--- config.mk ---
export PLATFORM = sky130hd
export DESIGN_NAME = mem_stage
export DESIGN_NICKNAME = d
export VERILOG_FILES = /design/src/rtl/mips_pkg.sv /design/src/rtl/mem_stage_load_extract.sv /design/src/rtl/mem_stage.sv
export SDC_FILE = /design/constraint.sdc
export NUM_CORES = 1
export LEC_CHECK = 0
export CAP_MARGIN = 25
export CORE_MARGIN = 3
export CORE_UTILIZATION = 38
export DETAILED_ROUTE_END_ITERATION = 10
export PLACE_DENSITY = 0.88
export SYNTH_ARGS = -nofsm -noshare
export SYNTH_HDL_FRONTEND = slang
export SYNTH_SLANG_ARGS = --single-unit
--- constraint.sdc ---
create_clock -name clock -period 3.85 [get_ports clock]
set_input_delay 0.5775 -clock clock [delete_from_list [all_inputs] [get_ports clock]]
set_output_delay 0.5775 -clock clock [all_outputs]
set_load 0.05 [all_outputs]
--- src/rtl/mips_pkg.sv ---
// mips_pkg: shared encodings, FSM state type and helpers for the data-memory stage.
package mips_pkg;

   // Access size encodings on mem_size_EM; 2'b11 is handled like a word.
   localparam logic [1:0] SIZE_BYTE = 2'b00;
   localparam logic [1:0] SIZE_HALF = 2'b01;
   localparam logic [1:0] SIZE_WORD = 2'b10;

   // Default number of BUSY cycles allowed before declaring a bus error.
   localparam int unsigned DEFAULT_TIMEOUT_CYCLES = 255;

   typedef enum logic {
      IDLE = 1'b0,
      BUSY = 1'b1
   } state_t;

   // What the load path needs to remember about the access in flight.
   typedef struct packed {
      logic [1:0] addr_lo;
      logic [1:0] size;
      logic       is_unsigned;
   } load_info_t;

   // Little-endian byte-lane enables for an access of the given size.
   function automatic logic [3:0] byte_enable(input logic [1:0] size, input logic [1:0] addr_lo);
      case (size)
         SIZE_BYTE: byte_enable = 4'b0001 << addr_lo;
         SIZE_HALF: byte_enable = addr_lo[1] ? 4'b1100 : 4'b0011;
         default:   byte_enable = 4'b1111;
      endcase
   endfunction

   // Store data replicated across every lane the access could target.
   function automatic logic [31:0] write_lanes(input logic [1:0] size, input logic [31:0] data);
      case (size)
         SIZE_BYTE: write_lanes = {4{data[7:0]}};
         SIZE_HALF: write_lanes = {2{data[15:0]}};
         default:   write_lanes = data;
      endcase
   endfunction

endpackage

--- src/rtl/mem_stage_load_extract.sv ---
// load_extract: picks the addressed byte/halfword out of a read word and sign- or zero-extends it.
module load_extract
   import mips_pkg::*;
(
   input  logic [31:0] rdata,
   input  logic [1:0]  addr_lo,
   input  logic [1:0]  size,
   input  logic        is_unsigned,
   output logic [31:0] result
);

   logic [7:0]  byte_sel;
   logic [15:0] half_sel;

   // Lane select followed by extension to 32 bits.
   always_comb begin
      // NOTE: every output of a combinational block gets a value before any branch, so no latch is inferred.
      byte_sel = rdata[7:0];
      half_sel = addr_lo[1] ? rdata[31:16] : rdata[15:0];
      result   = rdata;
      case (addr_lo)
         2'd1:    byte_sel = rdata[15:8];
         2'd2:    byte_sel = rdata[23:16];
         2'd3:    byte_sel = rdata[31:24];
         default: byte_sel = rdata[7:0];
      endcase
      case (size)
         SIZE_BYTE: result = is_unsigned ? {24'b0, byte_sel} : {{24{byte_sel[7]}}, byte_sel};
         SIZE_HALF: result = is_unsigned ? {16'b0, half_sel} : {{16{half_sel[15]}}, half_sel};
         default:   result = rdata;
      endcase
   end

endmodule

--- src/rtl/mem_stage.sv ---
// mem_stage: MEM pipeline stage driving a req/ack data-memory port with a bus timeout.
// Optional build macro DMEM_MISALIGN_TRAP_EN: trap misaligned half/word accesses instead of truncating them.
module mem_stage
   import mips_pkg::*;
#(
   parameter int unsigned TIMEOUT_CYCLES = DEFAULT_TIMEOUT_CYCLES
) (
   input  logic        clock,
   input  logic        reset,
   input  logic        valid_EM,
   input  logic        mem_read_EM,
   input  logic        mem_write_EM,
   input  logic [1:0]  mem_size_EM,
   input  logic        mem_unsigned_EM,
   input  logic [31:0] ALU_result_EM,
   input  logic [31:0] write_data_EM,
   input  logic [4:0]  reg_write_addr_EM,
   input  logic [1:0]  control_EM,
   output logic        dmem_req,
   output logic        dmem_we,
   output logic [31:0] dmem_addr,
   output logic [3:0]  dmem_be,
   output logic [31:0] dmem_wdata,
   input  logic [31:0] dmem_rdata,
   input  logic        dmem_ack,
   output logic [31:0] ALU_result_M,
   output logic [31:0] mem_read_data_M,
   output logic [4:0]  reg_write_addr_M,
   output logic [1:0]  control_M,
   output logic        stall_M,
   output logic        bus_error_M,
   output logic        misalign_M
);

   localparam logic [7:0] LAST_WAIT = 8'(TIMEOUT_CYCLES - 1);

   state_t      state, state_next;
   logic [7:0]  wait_count;
   load_info_t  load_info;
   logic        access_req, accept, timeout, ack_done;
   logic [31:0] extracted;

   assign access_req = valid_EM & (mem_read_EM | mem_write_EM);

`ifdef DMEM_MISALIGN_TRAP_EN
   logic misaligned;
   assign misaligned = ((mem_size_EM == SIZE_HALF) & ALU_result_EM[0])
                     | (mem_size_EM[1] & (ALU_result_EM[1:0] != 2'b00));
   assign misalign_M = (state == IDLE) & access_req & misaligned;
`else
   assign misalign_M = 1'b0;
`endif

   assign accept   = (state == IDLE) & access_req & ~misalign_M;
   assign timeout  = (state == BUSY) & (wait_count == LAST_WAIT) & ~dmem_ack;
   assign ack_done = (state == BUSY) & dmem_ack;

   assign dmem_req         = (state == BUSY);
   assign bus_error_M      = timeout;
   assign ALU_result_M     = ALU_result_EM;
   assign reg_write_addr_M = reg_write_addr_EM;
   assign control_M        = (bus_error_M | misalign_M) ? 2'b00 : control_EM;
   assign mem_read_data_M  = (ack_done & ~dmem_we) ? extracted : 32'b0;

   load_extract u_load_extract (
      .rdata       (dmem_rdata),
      .addr_lo     (load_info.addr_lo),
      .size        (load_info.size),
      .is_unsigned (load_info.is_unsigned),
      .result      (extracted)
   );

   // State register; reset abandons any access in flight.
   always_ff @(posedge clock or negedge reset) begin
      // NOTE: sequential state uses non-blocking assignments so every register samples pre-edge values.
      if (!reset) state <= IDLE;
      else        state <= state_next;
   end

   // Next-state and stall decode.
   always_comb begin
      state_next = state;
      stall_M    = 1'b0;
      case (state)
         IDLE: begin
            if (accept) begin
               state_next = BUSY;
               stall_M    = 1'b1;
            end
         end
         BUSY: begin
            stall_M = ~dmem_ack & ~timeout;
            if (dmem_ack | timeout) state_next = IDLE;
         end
         default: state_next = IDLE;
      endcase
   end

   // Wait counter: counts BUSY cycles spent waiting, cleared when the access ends.
   always_ff @(posedge clock or negedge reset) begin
      if (!reset)                               wait_count <= 8'd0;
      else if ((state == BUSY) && stall_M)      wait_count <= wait_count + 8'd1;
      else                                      wait_count <= 8'd0;
   end

   // Request capture on accept; held steady for the whole BUSY phase.
   always_ff @(posedge clock or negedge reset) begin
      // NOTE: these are a handful of control/data flops, not a memory array, so all of them reset.
      if (!reset) begin
         dmem_addr  <= 32'b0;
         dmem_be    <= 4'b0;
         dmem_wdata <= 32'b0;
         dmem_we    <= 1'b0;
         load_info  <= '0;
      end else if (accept) begin
         dmem_addr  <= {ALU_result_EM[31:2], 2'b00};
         dmem_be    <= byte_enable(mem_size_EM, ALU_result_EM[1:0]);
         dmem_wdata <= write_lanes(mem_size_EM, write_data_EM);
         dmem_we    <= mem_write_EM;
         load_info  <= '{addr_lo: ALU_result_EM[1:0], size: mem_size_EM, is_unsigned: mem_unsigned_EM};
      end
   end

endmodule
==> results by group <==
Run status
  – Outcome: completed

Setup path
  – Register-to-Register Path Depth: 5
  – Crit-path cells: nand2b_1 > o22ai_1 > a2111oi_0 > clkdlybuf4s50_1
  – Startpoint types: flop
  – Crit-path max FO: 15
  – Crit end category: output port
  – FF-to-FF End: dmem_addr[26]
  – Worst setup path start: load_info[2]
  – Max incr delay on CP: 0.90 ns
  – Critical Path AT: 3.01 ns
  – R2R Path Start: dmem_req
  – Worst Path Required: 3.27 ns
  – CP Class: reg -> out
  – Reg-to-reg slack, setup: 1.96 ns
  – Slowest-stage cell, CP: clkdlybuf4s50_1

Clocking
  – CTS tree: built
  – CTS H-Tree Depth: 3
  – Worst-Skew Late Latency: 0.33 ns
  – CTS Buf Count: 9
  – Clock transition at path regs: 0.06 ns
  – Clock sink count: 81
  – Cts hold-fix bufs: 0
  – Clk buf depth: 2
  – Root Buffer: clkbuf_16
  – Resized Gates After CTS: 0
  – Post-CTS Setup Bufs: 0

Yosys
  – Mapped Cells: 454
  – Adder-Cell Fraction of Synth Area: 0.00548
  – Cell area after synthesis: 4560 um^2
  – Synth Area in XOR/XNOR: 0.00768
  – Synth Area in Simple Gates: 0.122
  – Fraction of registers with async set/reset: 1.00
  – #FFs+latches synth: 81
  – Largest family of logic cells by synthesized area: multiplexers
  – Post-synth top flop: dfrtp_1
  – Yosys cell types: 41
  – Syn Area/Cell: 10.1 um^2
  – Post-synth EDFFs: 0
  – Ys Warns: 0
  – Sequential area share after synthesis: 0.444
  – Mux contribution to synthesized area: 0.206
  – Compound-cell area share of the yosys netlist: 0.112

STA
  – Fmax: 279 MHz
  – RSZ-0062 raised after global routing: no
  – Final Hold Viols: 0
  – Slew @ Worst Pin: 0.798 ns
  – Tcrit/Tclk final: 0.932
  – Pins Over Slew Limit: 0
  – Setup violations, final: 0
  – Slew Limit Headroom: 0.466
  – Worst clock skew: 0.00351 ns
  – Hold slack: 0.189 ns
  – Final min period: 3.59 ns

Placement
  – Placed instance area: 6950 um^2
  – Post-DP HPWL: 10900 um
  – # port buffers: 242
  – GP Congestion: 0.973

Global route
  – Total gr overflow: 0
  – Initial antenna violation count: 0
  – First-pass GRT wire length: 22300 um
  – Largest net degree at the start of global routing: 102
  – Total Routing Usage GR: 0.212
  – Vias in the first global route: 4360

Final layout
  – Layout cell share with drive strength beyond 1: 0.150
  – FF+latch area: 2030 um^2
  – Layout Nets: 765
  – Area Overhead vs Synth: 59.9%
  – Fin area: 7300 um^2
  – Multi-input gate area: 2080 um^2
  – Ant. Diodes: 0
  – Fill count: 943

Detailed routing
  – Drt wl/cell: 18.2 um
  – DRT Pass-1 Iters: 4
  – Drt first-iter violations: 382
  – DRT antenna net count: 0
  – Final wirelength: 14500 um
  – Routed vias: 4195
  – DRC: 0
  – Vias/cell: 5.26

Min path
  – Worst hold-check path type: in -> async

Floorplanning
  – Core Rows: 39
  – Die Span Y: 116 um
  – Starting Density: 0.395
  – Die area: 13400 um^2
  – Core ar.: 11600 um^2
  – Number of I/O pins: 256
  – Die Wd: 116 um

Power and ir drop
  – Power Dens Cells: 536 nW/um^2
  – Peak VDD IR: 0.420 mV
  – Lkg Pwr: 3.13 nW
  – Overall Power: 3.91 mW

Run
  – Max-Cap Viols: 0
## where the power goes
group          switching, mW  internal [mW]
combinational           1.19          0.713
clock                  0.319          0.532
sequential             0.123           1.04
## metrics by stage
| stage | setup WS (ns) | setup TNS, ns | instances | util |
|---|---|---|---|---|
| 3_3_place_gp | 0.416 | 0 | 781 | 0.601 |
| 4_1_cts | 0.250 | 0 | 796 | 0.626 |
| 3_5_place_dp | 0.334 | 0 | 781 | 0.601 |
| 2_1_floorplan | -0.232 | -1.63 | 456 | - |
| 6_report | 0.261 | 0 | 798 | 0.631 |
| 5_1_grt | 0.0104 | 0 | 798 | 0.631 |
## synth_stat cells, types with 2 or more instances
cell | instances | share of area
a21oi_1 | 12 | 0.013
nand3_1 | 4 | 0.0044
o21ai_0 | 33 | 0.036
nand2b_1 | 3 | 0.0041
o22ai_1 | 15 | 0.021
mux2i_1 | 26 | 0.057
clkbuf_1 | 9 | 0.0074
o211a_1 | 7 | 0.015
inv_1 | 6 | 0.0049
a2111oi_0 | 7 | 0.013
xor2_1 | 2 | 0.0038
ha_1 | 2 | 0.0055
buf_2 | 10 | 0.011
mux2_2 | 43 | 0.11
mux4_2 | 8 | 0.039
nand2_1 | 75 | 0.062
nand3b_1 | 2 | 0.0033
dfrtp_1 | 81 | 0.44
nor2b_1 | 2 | 0.0027
xnor2_1 | 2 | 0.0038
buf_4 | 42 | 0.069
buf_6 | 2 | 0.0049
buf_1 | 5 | 0.0041
nor2_1 | 36 | 0.030
nor3_1 | 4 | 0.0044
## final cells by class
| type | instances | share of cell area |
|---|---|---|
| tap | 143 | 0.0245 |
| clock inverter | 3 | 0.00549 |
| sequential | 81 | 0.278 |
| inverter | 7 | 0.00360 |
| clock buffer | 12 | 0.0351 |
| timing repair buffer | 252 | 0.369 |
| multi-input combinational | 300 | 0.285 |
## cell usage in the layout (no fill, tap or decap), drive strengths merged, types with 7 or more instances in the layout
cell type	netlist	routed
a2111oi	7	7
nand2	75	75
o211a	7	7
nor2	37	37
mux2i	26	26
mux2	44	44
clkdlybuf4s50	0	224
clkbuf	9	12
mux4	8	8
buf	59	28
o21ai	33	33
dfrtp	81	81
o22ai	15	15
a21oi	12	12
## worst max path at each step
stage	end
global route	mem_read_data_M[3]
detailed placement	mem_read_data_M[1]
floorplan	mem_read_data_M[0]
CTS	mem_read_data_M[3]
global placement	mem_read_data_M[9]
finish	mem_read_data_M[3]
## kinds of logic after synthesis
group	Yosys count
xor gates and xnor gates	4
muxes	78
adders and majority gates	2
other	1
buffers and inverters	75
and+or+nand+nor	133
AOI/OAI and AO/OA	80
DFF	81
## critical path, delay by kind of cell (launching register included)
kind | cells | cell delay, ns
AO/OA/AOI/OAI | 2 | 0.75
buffers and inverters | 1 | 0.90
flip-flops | 1 | 0.47
AND/OR/NAND/NOR | 1 | 0.57
## routing by layer
metal | wire length, um | up-vias | track usage
met4 | 296 | 0 | 0.0743
met3 | 1520 | 27 | 0.0715
met2 | 7470 | 221 | 0.381
li1 | - | 1932 | -
met1 | 5250 | 2015 | 0.234
met5 | 0 | - | 0
## sequential cells by signal, summed over array words and instances (netlist names)
name	cells
wait_count	8
dmem_addr	30
load_info	5
dmem_be	4
dmem_wdata	32
dmem_we	1
dmem_req	1
Note: power is estimated with default switching activity, not from simulation.
